==> config.mk <==
export PLATFORM = sky130hd
export DESIGN_NAME = fft_frame_sequencer
export DESIGN_NICKNAME = d
export VERILOG_FILES = /design/src/rtl/fft_seq_pkg.sv /design/src/rtl/fft_pow2_check.sv /design/src/rtl/fft_frame_sequencer.sv
export SDC_FILE = /design/constraint.sdc
export NUM_CORES = 1
export LEC_CHECK = 0
export CAP_MARGIN = 20
export CORE_ASPECT_RATIO = 1.4
export CORE_MARGIN = 2
export CORE_UTILIZATION = 33
export DETAILED_ROUTE_END_ITERATION = 8
export PLACE_DENSITY_LB_ADDON = 0.25
export REMOVE_ABC_BUFFERS = 1
export SYNTH_ARGS = -nofsm -noshare
export SYNTH_HDL_FRONTEND = slang
export SYNTH_SLANG_ARGS = --single-unit
==> constraint.sdc <==
create_clock -name i_clk -period 2.4 [get_ports i_clk]
set_input_delay 0.48 -clock i_clk [delete_from_list [all_inputs] [get_ports i_clk]]
set_output_delay 0.48 -clock i_clk [all_outputs]
set_load 0.05 [all_outputs]
==> src/rtl/fft_seq_pkg.sv <==
// Shared types and constants for the FFT frame sequencer.
//  seq_state : frame FSM states
//  owner     : which side currently drives the sample-RAM port
//  RE_*/IM_* : bit positions of the real/imag halves inside a RAM word
package fft_seq_pkg;

  typedef enum logic [2:0] {
    SEQ_LOAD,
    SEQ_CHECK,
    SEQ_START,
    SEQ_RUN,
    SEQ_NEXT,
    SEQ_DONE,
    SEQ_ERR
  } seq_state;

  typedef enum logic {
    OWN_BRIDGE,
    OWN_CORE
  } owner;

  localparam int unsigned RE_MSB   = 31;
  localparam int unsigned RE_LSB   = 16;
  localparam int unsigned IM_MSB   = 15;
  localparam int unsigned SAMPLE_W = 16;
  localparam int unsigned LOG2N_W  = 4;

  // The butterfly core holds the RAM from its start pulse until the stage decision.
  function automatic owner owner_of(input seq_state s);
    return (s == SEQ_START || s == SEQ_RUN || s == SEQ_NEXT) ? OWN_CORE : OWN_BRIDGE;
  endfunction

endpackage

==> src/rtl/fft_pow2_check.sv <==
// Frame-length qualifier (purely combinational).
//  i_n     : requested frame length N
//  o_legal : N is a power of two with 2 <= N <= 2**MAX_LOG2N
//  o_log2n : log2(N) when legal, 0 otherwise
module fft_pow2_check
  import fft_seq_pkg::*;
#(
  parameter int unsigned ADDR_WIDTH = 12,
  parameter int unsigned MAX_LOG2N  = 10
) (
  input  logic [ADDR_WIDTH-1:0] i_n,
  output logic                  o_legal,
  output logic [LOG2N_W-1:0]    o_log2n
);

  // Bit 0 is excluded on purpose: N=1 is not a usable frame.
  always_comb begin
    o_legal = 1'b0;
    o_log2n = '0;
    for (int unsigned i = 1; i < ADDR_WIDTH; i++) begin
      if (i <= MAX_LOG2N && i_n == (ADDR_WIDTH'(1) << i)) begin
        o_legal = 1'b1;
        o_log2n = LOG2N_W'(i);
      end
    end
  end

endmodule

==> src/rtl/fft_frame_sequencer.sv <==
// FFT frame sequencer: load -> log2(N) butterfly stages -> unload.
// Owns the single sample-RAM port and muxes it between the AXI bridge and the butterfly core.
// Optional build macro: FFT_SEQ_WDOG_EN adds a per-stage watchdog of WDOG_CYCLES RUN cycles.
// Ports:
//  i_clk, i_rstn                 clock / asynchronous active-low reset
//  i_DATA_LOADED, i_SAMPLES_NUMBER  bridge: frame loaded, frame length N
//  i_UNLOAD_DONE                 results consumed, frame released
//  i_br_*                        bridge RAM requests
//  o_core_start/stage/log2n      core stage control
//  i_core_done, i_core_*         core stage completion and RAM requests
//  o_ram_*                       sample RAM port
//  o_CALC_END, o_busy, o_err     frame status
//  o_br_blocked                  bridge access dropped while the core owns the RAM
module fft_frame_sequencer
  import fft_seq_pkg::*;
#(
  parameter int unsigned ADDR_WIDTH  = 12,
  parameter int unsigned DATA_WIDTH  = 32,
  parameter int unsigned MAX_LOG2N   = 10,
  parameter int unsigned WDOG_CYCLES = 4096
) (
  input  logic                  i_clk,
  input  logic                  i_rstn,
  input  logic                  i_DATA_LOADED,
  input  logic [ADDR_WIDTH-1:0] i_SAMPLES_NUMBER,
  input  logic                  i_UNLOAD_DONE,
  input  logic                  i_br_write,
  input  logic                  i_br_read,
  input  logic [ADDR_WIDTH-1:0] i_br_index,
  input  logic [SAMPLE_W-1:0]   i_br_sample,
  output logic                  o_core_start,
  output logic [LOG2N_W-1:0]    o_core_stage,
  output logic [LOG2N_W-1:0]    o_core_log2n,
  input  logic                  i_core_done,
  input  logic                  i_core_we,
  input  logic                  i_core_re,
  input  logic [ADDR_WIDTH-1:0] i_core_addr,
  input  logic [DATA_WIDTH-1:0] i_core_wdata,
  output logic                  o_ram_we,
  output logic                  o_ram_re,
  output logic [ADDR_WIDTH-1:0] o_ram_addr,
  output logic [DATA_WIDTH-1:0] o_ram_wdata,
  output logic                  o_CALC_END,
  output logic                  o_busy,
  output logic                  o_err,
  output logic                  o_br_blocked
);

  seq_state             state_q;
  logic [LOG2N_W-1:0]   stage_q, log2n_q;
  logic                 start_q, calc_end_q, busy_q, err_q;
  // Cleared once a frame is accepted; re-armed only after DATA_LOADED is seen low.
  logic                 armed_q;
  logic                 n_legal;
  logic [LOG2N_W-1:0]   n_log2n;
  owner                 ram_owner;

`ifdef FFT_SEQ_WDOG_EN
  logic [31:0]          wdog_q;
`endif

  fft_pow2_check #(
    .ADDR_WIDTH (ADDR_WIDTH),
    .MAX_LOG2N  (MAX_LOG2N)
  ) u_pow2_check (
    .i_n     (i_SAMPLES_NUMBER),
    .o_legal (n_legal),
    .o_log2n (n_log2n)
  );

  always_ff @(posedge i_clk or negedge i_rstn) begin
    if (!i_rstn) begin
      state_q    <= SEQ_LOAD;
      stage_q    <= '0;
      log2n_q    <= '0;
      start_q    <= 1'b0;
      calc_end_q <= 1'b0;
      busy_q     <= 1'b0;
      err_q      <= 1'b0;
      armed_q    <= 1'b1;
`ifdef FFT_SEQ_WDOG_EN
      wdog_q     <= '0;
`endif
    end else begin
      start_q <= 1'b0;
      if (!i_DATA_LOADED) armed_q <= 1'b1;
      case (state_q)
        SEQ_LOAD: begin
          if (i_DATA_LOADED && armed_q) begin
            armed_q <= 1'b0;
            busy_q  <= 1'b1;
            state_q <= SEQ_CHECK;
          end
        end
        SEQ_CHECK: begin
          if (n_legal) begin
            log2n_q <= n_log2n;
            stage_q <= '0;
            start_q <= 1'b1;
            state_q <= SEQ_START;
          end else begin
            err_q   <= 1'b1;
            busy_q  <= 1'b0;
            state_q <= SEQ_ERR;
          end
        end
        SEQ_START: begin
`ifdef FFT_SEQ_WDOG_EN
          wdog_q  <= '0;
`endif
          state_q <= SEQ_RUN;
        end
        SEQ_RUN: begin
          if (i_core_done) begin
            state_q <= SEQ_NEXT;
          end
`ifdef FFT_SEQ_WDOG_EN
          else if (wdog_q == WDOG_CYCLES - 1) begin
            err_q   <= 1'b1;
            busy_q  <= 1'b0;
            state_q <= SEQ_ERR;
          end else begin
            wdog_q  <= wdog_q + 32'd1;
          end
`endif
        end
        SEQ_NEXT: begin
          if (stage_q == log2n_q - LOG2N_W'(1)) begin
            calc_end_q <= 1'b1;
            busy_q     <= 1'b0;
            state_q    <= SEQ_DONE;
          end else begin
            stage_q <= stage_q + LOG2N_W'(1);
            start_q <= 1'b1;
            state_q <= SEQ_START;
          end
        end
        SEQ_DONE, SEQ_ERR: begin
          if (i_UNLOAD_DONE) begin
            calc_end_q <= 1'b0;
            err_q      <= 1'b0;
            state_q    <= SEQ_LOAD;
          end
        end
        default: state_q <= SEQ_LOAD;
      endcase
    end
  end

  assign ram_owner = owner_of(state_q);

  // Gated by i_rstn so the RAM enables drop the moment reset asserts.
  always_comb begin
    o_ram_we     = 1'b0;
    o_ram_re     = 1'b0;
    o_ram_addr   = '0;
    o_ram_wdata  = '0;
    o_br_blocked = 1'b0;
    if (i_rstn) begin
      unique case (ram_owner)
        OWN_CORE: begin
          o_ram_we     = i_core_we;
          o_ram_re     = i_core_re;
          o_ram_addr   = i_core_addr;
          o_ram_wdata  = i_core_wdata;
          o_br_blocked = i_br_write | i_br_read;
        end
        OWN_BRIDGE: begin
          o_ram_we   = i_br_write;
          o_ram_re   = i_br_read & ~i_br_write;  // write wins a collision
          o_ram_addr = i_br_index;
          o_ram_wdata[RE_MSB:RE_LSB] = i_br_sample;
        end
        default: ;
      endcase
    end
  end

  assign o_core_start = start_q;
  assign o_core_stage = stage_q;
  assign o_core_log2n = log2n_q;
  assign o_CALC_END   = calc_end_q;
  assign o_busy       = busy_q;
  assign o_err        = err_q;

endmodule
==> flow_metrics.py <==
metrics = {
    "cells_and_area": {
        "num_antenna_cells": 0,
        "area_delta_synth_final_pct": 126.3,
        "multi_input_area_sq_um": 1373,
        "post-route-util": 0.7682,
        "fin_nets": 521,
        "drive_gt1_frac": 0.2306,
        "nFillCells": 391,
        "regArea_sq_um": 401.6,
    },
    "worst_hold_path": {
        "min-delay-path-class": "input port to async pin",
    },
    "worst_setup_path": {
        "worstSetupPathType": "input port to flop",
        "rr_worst_depth": 7,
        "r2r-start": "o_core_log2n[0]",
        "r2r_slack_ps": 400,
        "end_kind": "flop",
        "cp_slowest_stage_delay_ps": 460,
        "start_kind": "input port",
        "crit_fanout": 4,
        "cp_data_required_time_ps": 2540,
        "rr_endpoint": "o_busy",
        "critical_path.slowest_cell": "or4_4",
        "cp_data_arrival_time_ps": 2490,
        "crit_end": "o_core_log2n[0]",
        "path_cells": "clkdlybuf4s50_1 -> or2_0 -> or4_4 -> o32a_4 -> a21oi_4 -> mux2_4",
        "startpoint": "i_SAMPLES_NUMBER[11]",
    },
    "placement": {
        "globalplace.congestion": 0.8743,
        "io_buffers": 151,
        "hpwl_mm": 7.042,
    },
    "clock_network": {
        "cts_tree": "done",
        "cts_buffers": 3,
        "root_buffer": "clkbuf_8",
        "cts.path.max_buffers": 2,
        "hold_buffers": 0,
        "htreeDepth": 1,
        "path_clk_slew_ps": 70,
        "clock_sinks": 16,
        "clkLatencyLatePin_ps": 250,
    },
    "sta": {
        "finalCritPeriodShare": 0.9769,
        "finalHoldViolCount": 0,
        "slew_viol_final": 0,
        "slew_headroom": 0.6365,
        "fmax_ghz": 0.4265,
        "worstMarginPinSlew_ps": 531.5,
        "period_needed_ps": 2345,
        "setup_viol": 0,
        "clock_skew_ps": 0.9905,
        "grt_setup_unrepaired": "no",
    },
    "drt": {
        "dr_wl_met3_mm": 1.099,
        "routed_via_density": 5.312,
        "wirelength_mm": 8.977,
        "wl_met1_mm": 2.944,
        "top_layer": "met4",
        "drtIter0Drc": 144,
        "antenna_left": 0,
        "wire_per_inst_um": 18.21,
        "num_vias": 2619,
        "route.met2.wl_mm": 4.622,
        "route.detailed.drc": 0,
        "first_pass_iters": 4,
    },
    "floorplan": {
        "rows": 32,
        "initial_core_util": 0.3394,
        "io_pins": 152,
        "chipWidth_um": 67.25,
        "core_area_sq_um": 5445,
        "die_area_sq_um": 6223,
        "die_h_um": 92.55,
    },
    "power": {
        "p_per_area_nw_per_um2": 1047,
        "power_leakage_uw": 0.001775,
        "total_power_uw": 4379,
        "peakVddDrop_uv": 619.6,
    },
    "run_status": {
        "status": "complete, no violations",
    },
    "logic_synthesis": {
        "synth_flop_cell": "dfrtp_1",
        "synthArstFlopShare": 1.000,
        "synth_seq_area_share": 0.2173,
        "synthesis.area_sq_um": 1848,
        "yosysTopAreaCell": "dfrtp_1",
        "syn_area_per_cell_sq_um": 7.000,
        "synth_edf_count": 0,
        "ys_ff_latch": 16,
        "synth.distinct_cells": 50,
        "synth.top_cells.by_area": "dfrtp_1 20%, nand2_1 15%, a21boi_0 6.9%, and3_1 5.8%, a21boi_1 5.7%",
        "synth_cells": 264,
        "synth_top_area_share": 0.2031,
        "ys_warn_count": 0,
    },
    "global_routing": {
        "grt_pass1_wl_mm": 12.90,
        "gr-total-overflow": 0,
        "grt_usage": 0.2758,
        "antenna_found_initial": 0,
        "grt_max_degree": 64,
        "grt_pass1_vias": 2562,
    },
    "run": {
        "cap_violations": 0,
    },
}
[worst min path at each step]
stage	slack, ps	from	end	cells after the start
after detailed placement	470	i_rstn	o_err	2
after floorplan	180	i_rstn	o_CALC_END	0
after global routing	220	i_rstn	o_core_log2n[3]	2
final	200	i_rstn	o_busy	2
after global placement	470	i_rstn	o_busy	2
after CTS	200	i_rstn	state_q[2]	2
[report_power, final]
part           internal, uW  leakage (uW)  total (uW)  switching (uW)
Combinational          1590       0.00156        3670            2090
Sequential              368      0.000191         458            89.6
Clock                   146     0.0000288         247             101
[critical path: cells and delay by family]
| kind | cells | cell delay (ps) |
|---|---|---|
| mux | 1 | 320 |
| compound gates | 2 | 570 |
| simple gates | 2 | 700 |
| buf+inv | 1 | 410 |
[per-layer routing]
layer	vias up	global-route usage
met1	1203	0.2585
met4	0	0.1139
li1	1260	-
met3	22	0.1118
met5	-	0
met2	134	0.5083
[metrics by stage]
step	cells	cell area [sq um]	hold slack (ps)	setup slack, ps	TNS (ps)
5_1_grt	493	4183	216.7	7.524	0
2_1_floorplan	243	1762	184.4	-1217	-34450
6_report	493	4183	195.5	55.47	0
3_3_place_gp	485	4038	467.6	-182.5	-746.3
3_5_place_dp	485	4038	469.6	-210.0	-1036
4_1_cts	489	4100	201.0	6.689	0
[Yosys cell counts (2+ instances only)]
cell / n
a21boi_0: 17
mux2_4: 2
and3_1: 17
nor4_1: 3
nor2_1: 7
a21boi_1: 14
nor3_1: 6
buf_2: 6
o21ai_1: 2
xor2_1: 7
a21oi_1: 6
ha_1: 2
nand3b_1: 3
or3_1: 3
clkbuf_1: 14
nand3_1: 6
or4_4: 2
nand2_1: 72
o32ai_1: 2
o21a_1: 3
inv_1: 9
o21ai_0: 14
xnor2_1: 3
a211o_1: 4
dfrtp_1: 15
[timing repair]
action	4_1_cts	5_1_grt
endpoints found under the setup margin	19	32
cloned	0	1
buffers inserted	0	3
gates resized for setup	19	9
pin swaps	0	2
endpoints found under the hold margin	0	0
[layout make-up]
class | count | area share
clock buffer | 4 | 0.01316
tap | 68 | 0.02034
sequential | 16 | 0.09602
multi-input combinational | 218 | 0.3281
inverter | 9 | 0.008077
timing repair buffer | 178 | 0.5343
[cells by family after synthesis]
family,after synthesis,share of synthesized area
and+or+nand+nor,125,0.3182
AOI/OAI and AO/OA,78,0.3101
buffers and inverters,30,0.06499
DFF,16,0.2173
xor gates and xnor gates,11,0.05958
muxes,2,0.01625
adders and majority gates,2,0.01354
[placed cells by master, fill, tap and decap left out, types with 3 or more instances in the layout]
cell type	n
nor3_1	5
nor2_1	7
xnor2_1	3
a21boi_2	8
inv_1	8
a21oi_1	5
a211o_1	4
o21a_1	3
o21ai_0	14
nand3_1	6
a21boi_1	23
xor2_1	7
dfrtp_1	15
nor4_1	3
and3_1	17
buf_4	23
clkbuf_8	4
clkdlybuf4s50_1	103
buf_12	50
or3_1	3
nand2_1	72
nand3b_1	3
[flip-flops by register name, indices dropped and copies added (netlist names)]
register and cells:
o_core_log2n 4, o_core_stage 4, state_q 3, armed_q 1
o_CALC_END 1, o_busy 1, o_core_start 1, o_err 1
No activity file was read; power rests on OpenSTA's default activity.
==> patch, RTL diff (same settings) <==
Reset style: synchronous (`i_rstn`), changed in one clocked block. Comments in the files are not updated.
--- a/src/rtl/fft_frame_sequencer.sv
+++ b/src/rtl/fft_frame_sequencer.sv
@@ -70,3 +70,3 @@
 
-  always_ff @(posedge i_clk or negedge i_rstn) begin
+  always_ff @(posedge i_clk) begin
     if (!i_rstn) begin
Behaviour: differs if i_rstn is asserted again (counterexample within 4 cycles, from zero or initial values and one cycle with i_rstn low); with i_rstn held inactive, the same outputs for 10 cycles.
==> patch against the original RTL <==
- worst setup slack improved by 0.011 ns
- hold slack improved by 0.27 ns
- non-clock buffer count decreased by 1
- total power decreased by 31%
- first-iteration DRC count decreased by 17%
- wire length decreased by 5.3%
- area after synthesis decreased by 10%
- final area decreased by 3.2%
- sequential cell count unchanged
- die area decreased by 9.5%
- core utilization increased by 6.8 points
- sequential share of layout area decreased by 1.6 points
- highest routed layer unchanged
==> patch: results (changes against the original RTL) <==
worst min-delay path class = flip-flop to flip-flop
end of the critical path = o_core_log2n[1]$_SDFFE_PN0P_
register area share after synthesis = 0.192 (-0.0249)
met3 WL post-DR = 775 um (-29%)
hold path depth = 2
Final Skew = 0.00150 ns (+0.000506 ns)
DR iter-0 viols = 119 (-17%)
DRC Markers = 0 (unchanged)
CP top delay family = simple AND/OR/NAND/NOR gates
Worst-path clk slew = 0.07 ns (about the same)
Met1 Routed Length = 3.08 mm (+4.5%)
slowest stage delay, CP = 0.55 ns (+0.09 ns)
DPL Wire Length = 6.48 mm (-7.9%)
critical path arrival = 2.52 ns (+0.03 ns)
worst hold endpoint = o_err$_SDFFE_PN0P_
Worst Max-Slew Pin Slew = 0.516 ns (-0.0155 ns)
Synth Flop Type = dfxtp_1
Peak VDD IR = 0.757 mV (+22%)
vias in the first global route = 2360 (-7.9%)
total track usage = 0.278 (+0.00247)
DR WL met2 = 4.50 mm (-2.7%)
largest net degree at the start of global routing = 47 (-27%)
Filler cells = 283 (-28%)
GP Congestion = 0.886 (+1.4%)
M2 GR Usage = 0.528 (+0.0202)
commonest cells in the synthesized netlist = 72 x nand2_1, 35 x a21oi_1, 18 x clkbuf_1, 17 x and3_1, 16 x dfxtp_1
via count = 2628 (+0.34%)
status = finished clean
Reg2Reg Launch Point = o_core_log2n[0]$_SDFFE_PN0P_
FFs w/ async S/R, synth = 0 (-1.00)
Crit. Startpoint = i_SAMPLES_NUMBER[5]
Synth area leaders = dfxtp_1 19%, nand2_1 16%, a21oi_1 11%
layout cell share with drive strength beyond 1 = 0.254 (+0.0235)
Net Sw Frac = 0.498 (-0.0222)
H-tree depth = 1 (unchanged)
uppermost layer routed = met4
worst reg-to-reg setup slack = 0.53 ns (+0.13 ns)
first-pass GRT wire length = 12.1 mm (-5.9%)
Max FO, Critical Path = 7 (+3)
Routed WL = 8.50 mm (-5.3%)
GR Util met3 = 0.0591 (-0.0527)
LEAKAGE = 0.00166 uW (-6.5%)
TritonCTS buffer count = 3 (unchanged)
number of different library cells in the post-synthesis netlist = 45 (-10%)
met1 Use GR = 0.310 (+0.0510)
Synth Warn # = 0 (unchanged)
core area = 4840 sq um (-11%)
reg-to-reg endpoint = o_core_stage[1]$_SDFFE_PN0P_
==> patch: cell count changes after synthesis, sizes merged, moves of 3 or more <==
cell,unedited run,this run
a211o,4,0
a21boi,31,1
a21oi,7,36
buf,7,0
clkbuf,14,18
dfrtp,15,0
dfxtp,0,16
inv,9,5
mux2i,0,4
nor2,7,10
nor3,6,9
==> patch: power groups by stage <==
stage                     clock (uW)  combinational, uW  sequential [uW]
after global routing             257               2530              370
after floorplan                    0               1060              431
after global placement             0               2310              358
final                            246               2420              364
after CTS                        243               2360              359
after detailed placement           0               2340              361
==> patch: worst register-to-register path, stage by stage (launching register included) <==
cell,delay [ns]
dfxtp_1,0.41
inv_1,0.07
ha_1,0.31
xor2_1,0.16
nand3_1,0.11
o21ai_1,0.43
nand3_1,0.16
o22ai_1,0.16
==> patch: repair_timing <==
item / in CTS / in global routing
setup endpoints to repair: 6 / 38
pin swaps: 3 / 3
buffers inserted: 1 / 0
hold buffers: 0 / 0
gates resized for setup: 6 / 22
==> patch: metrics by stage <==
stage	hold WS (ns)	setup slack [ns]	cell area, sq um	power, uW	std cells
finish	0.470	0.0662	4050	3030	489
global route	0.504	0.00552	4050	3160	489
CTS	0.472	0.0164	3970	2960	489
detailed placement	0.464	-0.314	3880	2700	484
global placement	0.457	-0.217	3880	2670	484
floorplan	0.461	-1.01	1600	1490	244
==> patch: layout make-up <==
type / count / area share
Tap cell: 64 / 0.0198
Clock buffer: 4 / 0.0136
Multi-Input combinational cell: 223 / 0.336
Sequential cell: 16 / 0.0798
Timing Repair Buffer: 177 / 0.546
Inverter: 5 / 0.00464
==> patch: cells by family after synthesis <==
kind of cell | share of synthesized area
buf+inv | 0.0519
compound gates | 0.267
simple gates | 0.368
fa+ha+maj | 0.0150
flops | 0.192
xor+xnor | 0.0820
mux | 0.0241
